===== config.mk =====
export PLATFORM = sky130hd
export DESIGN_NAME = rpn_controller
export DESIGN_NICKNAME = d
export VERILOG_FILES = /design/src/rtl/calc_pkg.sv /design/src/rtl/seq_divider.sv /design/src/rtl/rpn_controller.sv
export SDC_FILE = /design/constraint.sdc
export NUM_CORES = 2
export LEC_CHECK = 0
export BUFFER_PORTS_ARGS = -buffer_cell sky130_fd_sc_hd__buf_2
export CORE_ASPECT_RATIO = 1.75
export CORE_MARGIN = 10
export CORE_UTILIZATION = 40
export DETAILED_ROUTE_END_ITERATION = 8
export SLEW_MARGIN = 25
export SYNTH_ARGS = -nofsm -noshare
export SYNTH_HDL_FRONTEND = slang
export SYNTH_SLANG_ARGS = --single-unit

===== constraint.sdc =====
create_clock -name clock -period 18.6 [get_ports clock]
set_clock_uncertainty 0.15 [all_clocks]
set_input_delay 0.93 -clock clock [delete_from_list [all_inputs] [get_ports clock]]
set_output_delay 0.93 -clock clock [all_outputs]
set_load 0.02 [all_outputs]

===== src/rtl/calc_pkg.sv =====
// Shared definitions for the RPN calculator: key codes, fault codes, controller states.
// Latency: n/a (definitions only).
// Backpressure: n/a.
package calc_pkg;

  // Numpad codes as seen on the key bus: bit 4 = pressed, bits 3:0 = key index.
  localparam logic [4:0] KEY_1    = 5'b10000;
  localparam logic [4:0] KEY_4    = 5'b10001;
  localparam logic [4:0] KEY_7    = 5'b10010;
  localparam logic [4:0] KEY_0    = 5'b10011;
  localparam logic [4:0] KEY_2    = 5'b10100;
  localparam logic [4:0] KEY_5    = 5'b10101;
  localparam logic [4:0] KEY_8    = 5'b10110;
  localparam logic [4:0] KEY_NEG  = 5'b10111;
  localparam logic [4:0] KEY_3    = 5'b11000;
  localparam logic [4:0] KEY_6    = 5'b11001;
  localparam logic [4:0] KEY_9    = 5'b11010;
  localparam logic [4:0] KEY_DIV  = 5'b11011;
  localparam logic [4:0] KEY_PUSH = 5'b11100;
  localparam logic [4:0] KEY_ADD  = 5'b11101;
  localparam logic [4:0] KEY_SUB  = 5'b11110;
  localparam logic [4:0] KEY_MUL  = 5'b11111;

  localparam logic [1:0] FAULT_NONE  = 2'b00;
  localparam logic [1:0] FAULT_UNDER = 2'b01;
  localparam logic [1:0] FAULT_OVER  = 2'b10;
  localparam logic [1:0] FAULT_DIV0  = 2'b11;

  typedef enum logic [1:0] {IDLE, EXEC, DIV, DIV_DONE} state_t;

  // Which stack pulses an EXEC cycle issues.
  typedef enum logic [1:0] {CMD_WRITE, CMD_PUSH, CMD_POP_WRITE} cmd_t;

  // Decimal value of a digit key; non-digit codes return 0 and are never used as digits.
  function automatic logic [3:0] key_digit(input logic [4:0] code);
    case (code)
      KEY_1:   return 4'd1;
      KEY_2:   return 4'd2;
      KEY_3:   return 4'd3;
      KEY_4:   return 4'd4;
      KEY_5:   return 4'd5;
      KEY_6:   return 4'd6;
      KEY_7:   return 4'd7;
      KEY_8:   return 4'd8;
      KEY_9:   return 4'd9;
      default: return 4'd0;
    endcase
  endfunction

endpackage


===== src/rtl/seq_divider.sv =====
// Unsigned restoring divider, one quotient bit per cycle.
// Latency: WIDTH cycles after start; done is high during the final iteration cycle, quotient valid after it.
// Backpressure: none; a new start restarts the operation, reset aborts it.
// Ports: clock, reset (sync, active-high), start, dividend, divisor -> done, quotient.
module seq_divider #(
  parameter int WIDTH = 32
) (
  input  logic             clock,
  input  logic             reset,
  input  logic             start,
  input  logic [WIDTH-1:0] dividend,
  input  logic [WIDTH-1:0] divisor,
  output logic             done,
  output logic [WIDTH-1:0] quotient
);

  localparam int CW = $clog2(WIDTH + 1);

  logic [CW-1:0]    iter_left;
  logic [WIDTH-1:0] rem;
  logic [WIDTH-1:0] quo;    // dividend bits shift out the top as quotient bits shift in
  logic [WIDTH-1:0] dsr;
  logic [WIDTH:0]   rem_shift;
  logic [WIDTH:0]   diff;

  always_comb begin
    rem_shift = {rem, quo[WIDTH-1]};
    diff      = rem_shift - {1'b0, dsr};
  end

  always_ff @(posedge clock) begin
    if (reset) begin
      iter_left <= '0;
      rem       <= '0;
      quo       <= '0;
      dsr       <= '0;
    end else if (start) begin
      iter_left <= CW'(WIDTH);
      rem       <= '0;
      quo       <= dividend;
      dsr       <= divisor;
    end else if (iter_left != '0) begin
      iter_left <= iter_left - CW'(1);
      if (!diff[WIDTH]) begin
        rem <= diff[WIDTH-1:0];
        quo <= {quo[WIDTH-2:0], 1'b1};
      end else begin
        rem <= rem_shift[WIDTH-1:0];
        quo <= {quo[WIDTH-2:0], 1'b0};
      end
    end
  end

  assign done     = (iter_left == CW'(1));
  assign quotient = quo;

endmodule


===== src/rtl/rpn_controller.sv =====
// Turns held numpad codes into one-shot stack commands, guards stack depth, runs signed divide.
// Latency: 1 cycle for non-divide commands, WIDTH+1 cycles for divide.
// Backpressure: busy high while executing; key events landing in busy cycles are dropped.
// Ports: clock, reset (sync, active-high), key, top, next, count -> write, push, pop, value, busy, fault.
module rpn_controller
  import calc_pkg::*;
#(
  parameter int WIDTH = 32,
  parameter int DEPTH = 32
) (
  input  logic             clock,
  input  logic             reset,
  input  logic [4:0]       key,
  input  logic [WIDTH-1:0] top,
  input  logic [WIDTH-1:0] next,
  input  logic [5:0]       count,
  output logic             write,
  output logic             push,
  output logic             pop,
  output logic [WIDTH-1:0] value,
  output logic             busy,
  output logic [1:0]       fault
);

  state_t           state, state_nxt;
  logic             pressed_q;
  logic             accept;
  cmd_t             cmd_q, cmd_nxt;
  logic [WIDTH-1:0] result_q, result_nxt;
  logic             neg_q;
  logic [1:0]       fault_nxt;
  logic             guard_ok;
  logic             is_div;
  logic             has_one, has_two, has_room;
  logic [WIDTH-1:0] top_mag, next_mag, quotient;
  logic             div_done;

  assign accept   = key[4] && !pressed_q && (state == IDLE);
  assign has_one  = (count >= 6'd1);
  assign has_two  = (count >= 6'd2);
  assign has_room = (count < 6'(DEPTH));
  assign top_mag  = top[WIDTH-1]  ? -top  : top;
  assign next_mag = next[WIDTH-1] ? -next : next;

  // Unsigned core; the sign of the result is applied here from the captured operand signs.
  seq_divider #(.WIDTH(WIDTH)) u_div (
    .clock    (clock),
    .reset    (reset),
    .start    (accept && guard_ok && is_div),
    .dividend (next_mag),
    .divisor  (top_mag),
    .done     (div_done),
    .quotient (quotient)
  );

  // Key decode and guard evaluation, meaningful only in an accepting cycle.
  always_comb begin
    cmd_nxt    = CMD_POP_WRITE;
    result_nxt = '0;
    guard_ok   = has_two;
    fault_nxt  = has_two ? FAULT_NONE : FAULT_UNDER;
    is_div     = 1'b0;
    case (key)
      KEY_PUSH: begin
        cmd_nxt   = CMD_PUSH;
        guard_ok  = has_room;
        fault_nxt = has_room ? FAULT_NONE : FAULT_OVER;
      end
      KEY_ADD: result_nxt = next + top;
      KEY_SUB: result_nxt = next - top;
      KEY_MUL: result_nxt = next * top;
      KEY_DIV: begin
        is_div = 1'b1;
        // Depth is checked before the zero divisor.
        if (has_two && top == '0) begin
          guard_ok  = 1'b0;
          fault_nxt = FAULT_DIV0;
        end
      end
      KEY_NEG: begin
        cmd_nxt    = CMD_WRITE;
        result_nxt = -top;
        guard_ok   = has_one;
        fault_nxt  = has_one ? FAULT_NONE : FAULT_UNDER;
      end
      default: begin
        cmd_nxt    = CMD_WRITE;
        result_nxt = top * WIDTH'(10) + WIDTH'(key_digit(key));
        guard_ok   = has_one;
        fault_nxt  = has_one ? FAULT_NONE : FAULT_UNDER;
      end
    endcase
  end

  always_ff @(posedge clock) begin
    if (reset) state <= IDLE;
    else       state <= state_nxt;
  end

  always_comb begin
    state_nxt = state;
    write     = 1'b0;
    push      = 1'b0;
    pop       = 1'b0;
    value     = '0;
    case (state)
      IDLE: if (accept && guard_ok) state_nxt = is_div ? DIV : EXEC;
      EXEC: begin
        state_nxt = IDLE;
        push      = (cmd_q == CMD_PUSH);
        pop       = (cmd_q == CMD_POP_WRITE);
        write     = (cmd_q != CMD_PUSH);
        value     = (cmd_q != CMD_PUSH) ? result_q : '0;
      end
      DIV: if (div_done) state_nxt = DIV_DONE;
      DIV_DONE: begin
        state_nxt = IDLE;
        pop       = 1'b1;
        write     = 1'b1;
        value     = neg_q ? -quotient : quotient;
      end
      default: state_nxt = IDLE;
    endcase
  end

  assign busy = (state != IDLE);

  // The key sample is taken every cycle so a key held through busy does not fire later.
  always_ff @(posedge clock) begin
    if (reset) begin
      pressed_q <= 1'b0;
      fault     <= FAULT_NONE;
      cmd_q     <= CMD_WRITE;
      result_q  <= '0;
      neg_q     <= 1'b0;
    end else begin
      pressed_q <= key[4];
      if (accept) begin
        fault    <= fault_nxt;
        cmd_q    <= cmd_nxt;
        result_q <= result_nxt;
        neg_q    <= next[WIDTH-1] ^ top[WIDTH-1];
      end
    end
  end

endmodule


==> Implementation_results.wiki <==
{| class="wikitable"
! Metric !! Value
|-
| Crit end category || flip-flop
|-
| Share of the clock period used by the worst path after layout || 46.6%
|-
| Synth Register Bits || 142
|-
| Multi-input gate area || 25200 sq um
|-
| Final Wtd Congestion || 1.01
|-
| Residual overflow from global routing || 0
|-
| TritonCTS sink count || 142
|-
| Total Nets Final || 4503
|-
| Clock H-tree levels || 4
|-
| RSZ-0062 raised after global routing || false
|-
| Synth warnings || 0
|-
| Global-route wire length before repair || 172000 um
|-
| Cell row count || 134
|-
| Iteration-0 DRC count of the detailed router || 1899
|-
| Dominant delay contributor by cell family on the critical path || adder cells
|-
| Largest cells by area after synthesis || sky130_fd_sc_hd__fa_1, sky130_fd_sc_hd__ha_1, sky130_fd_sc_hd__dfxtp_1
|-
| Count of fill cells added during filler insertion || 7851
|-
| Worst relative slew slack || 27.8%
|-
| Final antenna-violating net count || 0
|-
| Average cell area after synthesis || 8.04 sq um
|-
| # Post-CTS Setup Buffers || 0
|-
| Number of global-route vias before repair || 28600
|-
| Maximum buffer depth of the clock tree || 3
|-
| M3 GR Usage || 3.11%
|-
| Max-Cap Viols || 0
|-
| Arr. time, crit path || 8.88 ns
|-
| Min Clock Period, post-route || 8.67 ns
|-
| Main flop type after synthesis || sky130_fd_sc_hd__dfxtp_1
|-
| Io pins || 115
|-
| Gr usage total || 25.7%
|-
| Via density per instance || 5.69
|-
| Number of nets in the synthesized netlist || 4554
|-
| Post-detail-place hpwl || 86500 um
|-
| Share of synthesized area occupied by flip-flops and latches || 9.28%
|-
| Share of cells above drive strength 1 || 5.76%
|-
| Status || completed
|-
| CP most frequent cell || sky130_fd_sc_hd__fa_1
|-
| Path type of the worst setup path || in -> reg
|-
| Die area || 88500 sq um
|-
| Clock latency of the later-clocked register in the worst-skew pair || 0.51 ns
|-
| Gr busiest metal || met2
|-
| Crit. Startpoint || top[6]
|-
| Path depth of the worst reg2reg path || 16
|-
| Post-synth design cell area || 30600 sq um
|-
| Cts repair resizes || 0
|-
| Largest incremental delay on the critical path || 0.55 ns
|-
| Gate count after technology mapping || 3810
|-
| Number of synthesized flops with an enable pin || 0
|-
| Worst hold path class || reg -> reg
|-
| Initial cell density of the core || 40.2%
|-
| Number of iterations in the first detailed-routing pass || 5
|-
| Startpoint type of the worst setup path || primary input
|-
| DRC violation count after routing || 0
|-
| Hold-fix buffers, CTS || 0
|-
| Actual slew at the worst max-slew pin || 1.07 ns
|-
| Pin count of the biggest net entering global routing || 68
|-
| Fraction of met2 tracks used by global routing || 47.3%
|-
| Unique masters post-synth || 75
|-
| Maximum fanout along the worst path || 26
|-
| Count of endpoints failing hold in the final timing report || 0
|-
| Met1 global-route usage || 25.5%
|-
| Floorplan Core Area || 76100 sq um
|-
| Slowest cell on the critical path || sky130_fd_sc_hd__fa_1
|-
| Overall die height || 386 um
|-
| WL/cell || 23.7 um
|-
| Cell taking the most area after synthesis || sky130_fd_sc_hd__fa_1
|-
| Via count || 27200
|-
| Cells on Worst Hold Path || 2
|-
| Required time of the critical path || 18.81 ns
|-
| FF/Latch Area || 2840 sq um
|-
| Clock tree from TritonCTS || built
|-
| Number of antenna violations at the first check in global routing || 7
|-
| Most common cell after layout, fill and taps aside || sky130_fd_sc_hd__nand2_1
|-
| Path length in cells of the critical path || 28
|-
| Final setup violation count || 0
|-
| Share of async-settable or async-resettable flops after synthesis || 0%
|-
| Count of pins over their slew limit || 0
|-
| Max Fclk || 0.115 GHz
|-
| Total Routed Length || 114000 um
|-
| Cts bufs inserted || 25
|-
| Final TNS setup || 0 ns
|-
| Crit path buffers/inverters || 6
|-
| Clock-pin slew on the worst setup and hold paths || 0.07 ns
|-
| Cell chosen for the clock root || sky130_fd_sc_hd__clkbuf_16
|-
| Worst hold start || result_q[10]
|-
| Crit Reg-Reg Startpoint || u_div.quotient[31]
|-
| Horizontal die dimension || 229 um
|-
| Fraction of synthesized cell area taken by the top area cell type || 26.9%
|-
| Synthesis-to-finish area growth || 6.62%
|-
| Count of input and output buffers || 114
|-
| Highest-count cells in the layout ignoring fill and taps || sky130_fd_sc_hd__nand2_1, sky130_fd_sc_hd__inv_1, sky130_fd_sc_hd__fa_1
|}
-- layer usage --
layer	up-vias	routed length, um
met5	-	68
met4	14	10600
met3	435	5610
met2	975	59100
met1	13500	38200
li1	12300	-
-- area by class of cell --
cell class	instances	area share, %
multi-input combinational	2961	77.1
sequential	142	8.71
inverter	478	5.49
tap	1020	3.91
timing repair buffer	151	2.60
clock buffer	32	2.09
clock inverter	1	0.0920
antenna	1	0.00766
-- path summary, 6_finish.rpt --
kind	to	slack, ns
max reg2reg	u_div.rem[31]	13.30
max	result_q[30]	9.93
min reg2reg	result_q[10]	0.31
min	result_q[10]	0.31
-- worst reg2reg max path: cells and delay by family, from the launching register on --
family	cells	cell delay (ns)
buffers and inverters	2	0.38
and+or+nand+nor	2	0.81
xor gates and xnor gates	1	0.09
adders and majority gates	2	0.68
AOI/OAI and AO/OA	9	2.74
DFF	1	0.38
-- cell usage after synthesis (13+ instances only) --
cell and count:
sky130_fd_sc_hd__o21ai_0 149, sky130_fd_sc_hd__nor3_1 69, sky130_fd_sc_hd__a311oi_1 38, sky130_fd_sc_hd__a211oi_1 62, sky130_fd_sc_hd__buf_1 14, sky130_fd_sc_hd__o221ai_1 16
sky130_fd_sc_hd__inv_1 478, sky130_fd_sc_hd__or4_1 13, sky130_fd_sc_hd__or3_1 32, sky130_fd_sc_hd__o21a_1 26, sky130_fd_sc_hd__o31ai_1 31, sky130_fd_sc_hd__dfxtp_1 142
sky130_fd_sc_hd__clkbuf_1 212, sky130_fd_sc_hd__and2_1 315, sky130_fd_sc_hd__nand2_1 516, sky130_fd_sc_hd__o211ai_1 15, sky130_fd_sc_hd__nand3_1 33, sky130_fd_sc_hd__nand2b_1 37
sky130_fd_sc_hd__a21o_1 48, sky130_fd_sc_hd__a221oi_1 18, sky130_fd_sc_hd__xor2_1 127, sky130_fd_sc_hd__nor2b_1 18, sky130_fd_sc_hd__ha_1 255, sky130_fd_sc_hd__nor2_1 209
sky130_fd_sc_hd__fa_1 412, sky130_fd_sc_hd__xnor2_1 199, sky130_fd_sc_hd__a21oi_1 109, sky130_fd_sc_hd__a31oi_1 35
-- kinds of logic (layout without fill, tap and decap cells) --
group,count (synthesis),in the layout,synth area share [%]
adder cells (fa/ha/maj),667,667,37.4
buffers and inverters,707,662,8.68
AND/OR/NAND/NOR,1313,1313,20.8
XOR/XNOR,326,326,9.32
multiplexers,11,11,0.364
AO/OA/AOI/OAI,644,644,14.2
other,0,1,0
flip-flops,142,142,9.28
-- flip-flops by register name, indices dropped and copies added (netlist names) --
name,flops
state,2
u_div.iter_left,6
cmd_q,2
result_q,32
fault,2
pressed_q,1
neg_q,1
u_div.dsr,32
u_div.quotient,32
u_div.rem,32
-- stage by stage --
stage               instance area (sq um)  instances  hold slack (ns)  setup slack (ns)  utilization, %
finish                              32700       4786            0.312              9.93            42.9
global route                        32700       4785            0.326              9.49            42.9
floorplan                           30600       3810            0.282             10.08               -
global placement                    31900       4751            0.297              9.53            42.0
CTS                                 32700       4785            0.310              9.91            42.9
detailed placement                  31900       4752            0.300              9.39            42.0
Power is not shown: default switching activity piles up to over one toggle a cycle in this logic, so the estimate is an artifact.
